<file path="src/rtl/branch_predictor.sv">
// rtl/branch_predictor.sv - fetch-stage next-PC predictor: RVC/32-bit decode, bimodal BHT, circular RAS
module branch_predictor #(
    parameter int ALEN         = 32,
    parameter int ILEN         = 32,
    parameter int BHT_IDX_BITS = 6,
    parameter int RAS_DEPTH    = 4
) (
    input  logic            clk,
    input  logic            rst,
    input  logic            instr_valid,
    input  logic [ILEN-1:0] instruction,
    input  logic [ALEN-1:0] instruction_addr,
    input  logic [ALEN-1:0] mepc,
    input  logic            upd_valid,
    input  logic [ALEN-1:0] upd_addr,
    input  logic            upd_taken,
    input  logic            ras_flush,
    output logic            should_follow_branch,
    output logic [ALEN-1:0] branch_target,
    output logic            pred_from_table
);

    localparam int ENTRIES = 1 << BHT_IDX_BITS;
    localparam int PTR_W   = $clog2(RAS_DEPTH);
    localparam int CNT_W   = $clog2(RAS_DEPTH + 1);
    localparam logic [CNT_W-1:0] RAS_FULL = CNT_W'(RAS_DEPTH);

    localparam logic [6:0] OP_BRANCH = 7'b1100011;
    localparam logic [6:0] OP_JAL    = 7'b1101111;
    localparam logic [6:0] OP_JALR   = 7'b1100111;
    localparam logic [6:0] OP_SYSTEM = 7'b1110011;

    logic [ENTRIES-1:0] bht_valid;
    logic [1:0]         bht_ctr [ENTRIES];
    logic [ALEN-1:0]    ras_mem [RAS_DEPTH];
    logic [PTR_W-1:0]   ras_ptr;
    logic [PTR_W-1:0]   ras_top;
    logic [CNT_W-1:0]   ras_count;

    logic [BHT_IDX_BITS-1:0] fetch_idx;
    logic [BHT_IDX_BITS-1:0] upd_idx;
    logic                    unused_upd_bits;

    logic [6:0] opcode;
    logic [2:0] c_funct3;
    logic [1:0] c_op;
    logic       is_rvc;
    logic       rd_link;
    logic       rs1_link;
    logic       c_rs1_link;
    logic       cond32, c_branch, jal32, c_jump, jalr32, c_jr;
    logic       is_cond, is_jal, is_xret, is_ret, is_call;
    logic       taken;
    logic [ALEN-1:0] imm_b, imm_j, imm_cb, imm_cj;
    logic [ALEN-1:0] imm_sel;
    logic [ALEN-1:0] link_addr;

    assign fetch_idx       = instruction_addr[BHT_IDX_BITS:1];
    assign upd_idx         = upd_addr[BHT_IDX_BITS:1];
    assign unused_upd_bits = ^{upd_addr[ALEN-1:BHT_IDX_BITS+1], upd_addr[0]};

    assign opcode     = instruction[6:0];
    assign c_funct3   = instruction[15:13];
    assign c_op       = instruction[1:0];
    assign is_rvc     = (instruction[1:0] != 2'b11);
    assign rd_link    = (instruction[11:7] == 5'd1) || (instruction[11:7] == 5'd5);
    assign rs1_link   = (instruction[19:15] == 5'd1) || (instruction[19:15] == 5'd5);
    assign c_rs1_link = rd_link;

    assign cond32   = !is_rvc && (opcode == OP_BRANCH);
    assign jal32    = !is_rvc && (opcode == OP_JAL);
    assign jalr32   = !is_rvc && (opcode == OP_JALR);
    assign c_branch = is_rvc && (c_op == 2'b01) && (c_funct3[2:1] == 2'b11);
    assign c_jump   = is_rvc && (c_op == 2'b01) && (c_funct3 == 3'b101);
    assign c_jr     = is_rvc && (c_op == 2'b10) && (c_funct3 == 3'b100) && !instruction[12]
                      && (instruction[6:2] == 5'd0);

    assign is_cond = cond32 || c_branch;
    assign is_jal  = jal32 || c_jump;
    // MRET/SRET: funct12 00x1000_00010 with rs1/funct3/rd all zero
    assign is_xret = !is_rvc && (opcode == OP_SYSTEM) && (instruction[19:7] == 13'd0)
                     && (instruction[31:30] == 2'b00) && (instruction[28:20] == 9'b1_0000_0010);
    assign is_ret  = (jalr32 && (instruction[11:7] == 5'd0) && (instruction[31:20] == 12'd0) && rs1_link)
                     || (c_jr && c_rs1_link);
    assign is_call = (jal32 || jalr32) && rd_link;

    assign imm_b  = {{(ALEN-12){instruction[31]}}, instruction[7], instruction[30:25],
                     instruction[11:8], 1'b0};
    assign imm_j  = {{(ALEN-20){instruction[31]}}, instruction[19:12], instruction[20],
                     instruction[30:21], 1'b0};
    assign imm_cb = {{(ALEN-8){instruction[12]}}, instruction[6:5], instruction[2],
                     instruction[11:10], instruction[4:3], 1'b0};
    assign imm_cj = {{(ALEN-11){instruction[12]}}, instruction[8], instruction[10:9],
                     instruction[6], instruction[7], instruction[2], instruction[11],
                     instruction[5:3], 1'b0};

    always_comb begin
        imm_sel = '0;
        if (cond32)        imm_sel = imm_b;
        else if (c_branch) imm_sel = imm_cb;
        else if (jal32)    imm_sel = imm_j;
        else if (c_jump)   imm_sel = imm_cj;
    end

    // cold entries fall back to backward-taken via the offset sign bit
    assign taken = bht_valid[fetch_idx] ? bht_ctr[fetch_idx][1]
                                        : (is_rvc ? instruction[12] : instruction[31]);

    assign ras_top   = ras_ptr - 1'b1;
    assign link_addr = instruction_addr + ALEN'(4);

    always_comb begin
        if (is_xret)     branch_target = mepc;
        else if (is_ret) branch_target = ras_mem[ras_top];
        else             branch_target = instruction_addr + imm_sel;
    end

    assign should_follow_branch = instr_valid && (is_jal || is_xret || (is_cond && taken)
                                  || (is_ret && (ras_count != '0)));
    assign pred_from_table = instr_valid && is_cond && bht_valid[fetch_idx];

    always_ff @(posedge clk) begin
        if (!rst) begin
            bht_valid <= '0;
            for (int i = 0; i < ENTRIES; i++) bht_ctr[i] <= 2'b01;
            for (int i = 0; i < RAS_DEPTH; i++) ras_mem[i] <= '0;
            ras_ptr   <= '0;
            ras_count <= '0;
        end else begin
            if (upd_valid) begin
                if (!bht_valid[upd_idx]) begin
                    bht_valid[upd_idx] <= 1'b1;
                    bht_ctr[upd_idx]   <= upd_taken ? 2'b10 : 2'b01;
                end else if (upd_taken && (bht_ctr[upd_idx] != 2'b11)) begin
                    bht_ctr[upd_idx] <= bht_ctr[upd_idx] + 2'd1;
                end else if (!upd_taken && (bht_ctr[upd_idx] != 2'b00)) begin
                    bht_ctr[upd_idx] <= bht_ctr[upd_idx] - 2'd1;
                end
            end

            if (ras_flush) begin
                ras_ptr   <= '0;
                ras_count <= '0;
            end else if (instr_valid) begin
                // pop-then-push on a non-empty stack just replaces the top entry
                if (is_call && is_ret && (ras_count != '0)) begin
                    ras_mem[ras_top] <= link_addr;
                end else if (is_call) begin
                    ras_mem[ras_ptr] <= link_addr;
                    ras_ptr          <= ras_ptr + 1'b1;
                    if (ras_count != RAS_FULL) ras_count <= ras_count + 1'b1;
                end else if (is_ret && (ras_count != '0)) begin
                    ras_ptr   <= ras_top;
                    ras_count <= ras_count - 1'b1;
                end
            end
        end
    end

endmodule

</file>
<file path="config.mk">
export PLATFORM = sky130hd
export DESIGN_NAME = branch_predictor
export DESIGN_NICKNAME = d
export VERILOG_FILES = /design/src/rtl/branch_predictor.sv
export SDC_FILE = /design/constraint.sdc
export NUM_CORES = 1
export LEC_CHECK = 0
export BUFFER_PORTS_ARGS = -buffer_cell sky130_fd_sc_hd__buf_2
export CELL_PAD_IN_SITES_DETAIL_PLACEMENT = 1
export CELL_PAD_IN_SITES_GLOBAL_PLACEMENT = 1
export CORE_MARGIN = 1
export CORE_UTILIZATION = 35
export DETAILED_ROUTE_END_ITERATION = 12
export PLACE_DENSITY = 0.74
export SKIP_LAST_GASP = 1
export SLEW_MARGIN = 20
export SYNTH_ARGS = -nofsm -noshare
export SYNTH_HDL_FRONTEND = slang
export SYNTH_SLANG_ARGS = --single-unit
</file>
<file path="constraint.sdc">
create_clock -name clk -period 3.75 [get_ports clk]
set_input_delay 0.375 -clock clk [delete_from_list [all_inputs] [get_ports clk]]
set_output_delay 0.375 -clock clk [all_outputs]
set_load 0.05 [all_outputs]
</file>
Word-level counts from Yosys, hierarchy flattened. Memories as Yosys holds them, arrays and structs flattened. Index checks and enable logic that the tools add are counted.

Mux-type cells: 58. Equality and inequality tests: 18. Add/subtract/negate cells: 8. $lt $le $gt $ge: 3. Bitwise gates (word level): 6. Reductions and logical operators: 56.

Operators with widths (number): 32-bit 2-to-1 mux (8); 64-bit OR (1); 32-bit OR reduction (2); 1-bit 2-to-1 mux (35); 32-bit by 3-bit adder with 32-bit output, second input constant (1); 32-bit adder (1); 1-bit logical AND (29); 7-bit == test, second input constant (4); 2-bit 2-to-1 mux (8); 6-bit by 7-bit less-than comparator with 1-bit output, second input constant (2); 13-bit zero test (1); 1-bit binary-select mux with 6-bit select (2); 12-bit zero test (1); 5-bit by 1-bit == test with 1-bit output, second input constant (2); 5-bit by 3-bit == test with 1-bit output, second input constant (2); 5-bit zero test (2); 9-bit == test, second input constant (1); 1-bit logical OR (9); 3-bit 2-to-1 mux (3); 1-bit demux with 6-bit select (1); 3-bit == test, second input constant (2); 6-bit by 1-bit greater-or-equal comparator with 1-bit output, second input constant (1); 6-bit 2-to-1 mux (1); 2-bit by 1-bit adder with 2-bit output, second input constant (2); other kinds (18) (28).

Memory bits (writable): 256. Word-level logic and storage cells: 154. Memories kept: 2. Register bits: 69.

Memories: bht_ctr (depth 64, bits a word 2, rd ports 2, clocked after memory_dff 0, wr ports 64, RTL line 34) `logic [1:0] bht_ctr [ENTRIES];`; ras_mem (depth 4, bits a word 32, rd ports 1, clocked after memory_dff 0, wr ports 4, RTL line 35) `logic [ALEN-1:0] ras_mem [RAS_DEPTH];`.

Logic depth before layout (Yosys ltp).
Word-level depth: 17. Gate-level depth with buffers: 20. Gate-level depth less buffers: 15.

Least setup slack after synthesis. No wires, ideal clock.

Kind: input port to output port. From: input instruction[6]. To: output branch_target[24]. Setup slack: -863 ps. Cell stages on the path: 14. Path buffers: 1. Arrival time: 4238 ps. Required time: 3375 ps. Cells stage by stage: and4_1 -> and4_1 -> clkbuf_1 -> a221o_1 -> o21a_1 -> ha_1 -> a21o_1 -> a21o_1 -> a21o_1 -> a311oi_1 -> o21ai_0 -> a311oi_1 -> xor2_1 -> o31ai_1.

Longest elaborated chain between the ends: 8. Elaborated cells between the ends (all ways): 25. Those cells by class: add/sub: 1; eq/ne: 4; mux: 6; reduce/logical: 14.

Ends and longest elaborated chain: start, declared (RTL line 11) `input logic [ILEN-1:0] instruction,`; 7-bit == test (on tied branches) (RTL line 71, 72); 1-bit logical AND (on tied branches) (RTL line 71, 72); 32-bit 2-to-1 mux / 1-bit logical AND (equally long branches) (RTL line 101, 83); 32-bit 2-to-1 mux / 1-bit logical AND (equally long branches) (RTL line 100, 83); 32-bit 2-to-1 mux / 1-bit logical AND (equally long branches) (RTL line 99, 83); 32-bit adder / 1-bit logical OR (equally long branches) (RTL line 115, 84); 32-bit 2-to-1 mux (RTL line 114) `else if (is_ret) branch_target = ras_mem[ras_top];`; 32-bit 2-to-1 mux * (RTL line 113) `if (is_xret) branch_target = mepc;`; end, declared (RTL line 19) `output logic [ALEN-1:0] branch_target,`.

Every way passes the cells marked *; elsewhere a longest branch is shown, timed or not.

Worst setup path in the final report.
From: input instruction[15]. To: output branch_target[29].

Longest elaborated chain between the ends: 9. Elaborated cells between the ends (all ways): 25. Those cells by class: add/sub: 1; eq/ne: 5; mux: 6; reduce/logical: 13.

Ends and longest elaborated chain: 3-bit == test (RTL line 74) `assign c_jump = is_rvc && (c_op == 2'b01) && (c_funct3 == 3'b101);`; 1-bit logical AND (RTL line 74); 32-bit 2-to-1 mux (RTL line 102) `else if (c_jump) imm_sel = imm_cj;`; 32-bit 2-to-1 mux (RTL line 101) `else if (jal32) imm_sel = imm_j;`; 32-bit 2-to-1 mux (RTL line 100) `else if (c_branch) imm_sel = imm_cb;`; 32-bit 2-to-1 mux (RTL line 99) `if (cond32) imm_sel = imm_b;`; 32-bit adder (RTL line 115) `else branch_target = instruction_addr + imm_sel;`; 32-bit 2-to-1 mux (RTL line 114); 32-bit 2-to-1 mux * (RTL line 113).

Marks and branches as above.

==> out/metrics.cfg <==
[finish]
areaGrowthSynthToFinish_pct = 28.4
stdcell_area_mm2 = 0.0247
nets = 2310
finalCoreUtilization_pct = 45.7
layout-drive-gt1-share_pct = 33.1
num_antenna_cells = 0

[detailed_routing]
wl_met1_um = 32400
drt-vias-per-instance = 6.15
routed_wl_um = 75700
drcViolationCount = 0
top_layer_used = met5
met3_length_um = 6360
wl_met2_um = 35100
ant_nets = 0
first_pass_iters = 5
num_vias = 17600
drt-initial-drc-count = 1769
wl_per_cell_um = 26.4

[floorplan]
dieArea_mm2 = 0.0560
core_mm2 = 0.0541
dieHeight_um = 237
start_util_pct = 35.6
dieWidth_um = 237
io_pins = 168
num_rows = 85

[timing]
final-hold-violation-count = 0
final-setup-viol-count = 24
layout_setup_ws_ns = -0.506
clock_skew_ns = 0.0302
rsz0062_at_grt = yes
fmax_mhz = 235
timing.final.crit_period_ns = 4.26
worst_slew_pin_slew_ns = 0.897
drv_slew = 0
fin_crit_sh_pct = 113
slew_headroom_pct = 40.0

[clock_network]
clk_latency_ns = 0.57
path_clk_slew_ns = 0.06
clock_path_buffers = 3
numClockSinks = 325
numCtsBuffers = 36
cts.htree.levels = 2
cts_tree = yes
clock-root-buffer = clkbuf_16

[synthesis]
seq_area_frac_synth_pct = 47.1
syn_nets = 2000
synth-edff-count = 256
syn_area_mm2 = 0.0193
yosys_register_bits = 325
syn_inst = 1831
netlist_top_cells_area = edfxtp_1 (40%), mux4_2 (8.0%), dfxtp_1 (7.2%)
ys_types = 82
syn_avg_cell_area_um2 = 10.5
yosysWarnings = 0
synth_flop_cell = edfxtp_1
synth_top_area_share_pct = 39.9
async_reset_ff_share_pct = 0
yosys.area.top_type = edfxtp_1

[critical_path]
critPathRequiredTime_ns = 3.38
end_kind = output pin
crit_type = in2out
path_max_fanout = 5
crit_arrival_ns = 3.88
start_kind = input pin

[power_and_ir_drop]
power_density_mw_per_mm2 = 371
p_leak_nw = 9.28
ir_drop_v = 0.000278
power_w = 0.00917

[grt]
grt_max_degree = 53
antenna_found_initial = 2
grt_overflow = 0
grt_pass1_wl_um = 114000
grt_pass1_vias = 18200
track_usage_pct = 26.6

[place]
place_ws_ns = -0.658
dp_hpwl_um = 54700
place_area_mm2 = 0.0226
gp_congestion = 0.970
io_buffers = 141

[run_status]
violations = setup timing
outcome = finished, violations left

[job]
maxCapViolCount = 0

[min_path]
hold_class = in2reg

-- area by class of cell --
class	count	area [µm²]
Tap cell	696	871
Timing Repair Buffer	433	3390
Clock inverter	20	195
Clock buffer	43	967
Fill cell	5851	29400
Inverter	48	180
Sequential cell	325	9070
Multi-Input combinational cell	1297	10100
-- per-layer routing --
metal,vias up,GRT usage (%)
met5,-,0
met4,4,7.20
met3,159,4.74
met2,854,42.7
met1,8957,36.9
li1,7634,-
-- worst max-delay path, stage by stage --
cell	delay [ns]
buf_6	0.10
and3b_2	0.23
o21a_4	0.14
a21o_1	0.16
a22o_1	0.18
ha_2	0.18
fa_2	0.36
a211o_1	0.29
a211o_1	0.33
a211oi_2	0.20
buf_4	0.17
nor4_4	0.04
o311a_1	0.36
or3_4	0.35
a31oi_4	0.19
nor2_4	0.05
buf_8	0.16
-- metrics by stage --
| stage | hold WS (ns) | cells | setup TNS [ns] |
|---|---|---|---|
| final | 0.248 | 2862 | -5.89 |
| after global routing | 0.247 | 2862 | -9.13 |
| after CTS | 0.217 | 2854 | -4.30 |
| after detailed placement | 0.486 | 2778 | -122.24 |
| after global placement | 0.480 | 2778 | -93.05 |
| after floorplan | 0.460 | 1831 | -0.689 |
-- cell usage after synthesis (24+ instances only) --
cell type and number:
a21o_1 24, a21oi_1 77, a221oi_1 28, a22o_1 70, buf_2 28, clkbuf_1 114
dfxtp_1 69, edfxtp_1 256, ha_1 33, inv_1 47, mux2i_1 42, mux4_2 68
nand2_1 155, nand3_1 32, nand4_1 73, nor2_1 187, nor3_1 55, nor4_1 40
o21ai_0 98, xnor2_1 25, xor2_1 25
-- state kept, by name (all words and copies together) (netlist names) --
register	flops
ras_ptr	2
ras_mem	128
ras_count	3
bht_valid	64
bht_ctr	128
-- cell usage in the layout, fill, tap and decap left out, types with 32 or more instances in the layout --
master	netlist	final
dfxtp_1	69	68
nand2_1	155	149
a21oi_1	77	53
mux2i_1	42	40
clkbuf_16	0	36
buf_6	9	32
inv_1	47	46
buf_4	5	265
mux4_2	68	68
nor4_1	40	37
edfxtp_1	256	256
a22o_1	70	69
o21ai_0	98	82
nor2_1	187	177
nand4_1	73	73
buf_2	28	107
nor3_1	55	49
-- power by group --
group / leakage, nW / total, W / internal [W] / switching (W)
combinational: 5.74 / 0.00161 / 0.000615 / 0.000998
sequential: 2.97 / 0.00400 / 0.00396 / 0.0000371
clock: 0.570 / 0.00356 / 0.00205 / 0.00151
total: 9.28 / 0.00917 / 0.00663 / 0.00255
-- kinds of logic (layout without fill, tap and decap cells) --
group / Yosys count / count (layout) / share of synthesized area (%)
mux: 132 / 132 / 11.4
xor+xnor: 50 / 50 / 2.27
simple gates: 653 / 653 / 16.9
buf+inv: 209 / 544 / 4.71
compound gates: 427 / 427 / 15.2
flops: 325 / 325 / 47.1
fa+ha+maj: 35 / 35 / 2.35
-- timing repair --
item,4_1_cts,5_1_grt
buffers inserted,14,13
pin swaps,44,33
setup endpoints to repair,86,202
gates resized for setup,136,63
hold buffers,0,0
-- path summary, 6_finish.rpt --
path | slack, ns | cells after the start | startpoint | to
hold reg to reg | 0.51 | 1 | bht_valid[63]$_SDFFE_PN0P_ | bht_valid[63]$_SDFFE_PN0P_
hold / removal | 0.25 | 3 | instruction_addr[0] | ras_mem[3][0]$_DFFE_PP_
setup reg to reg | 0.05 | 15 | bht_ctr[49][0]$_SDFFCE_PN1P_ | bht_ctr[56][0]$_SDFFCE_PN1P_
setup / recovery | -0.51 | 17 | instruction[15] | branch_target[29]
Note: power is estimated with default switching activity, not from simulation.
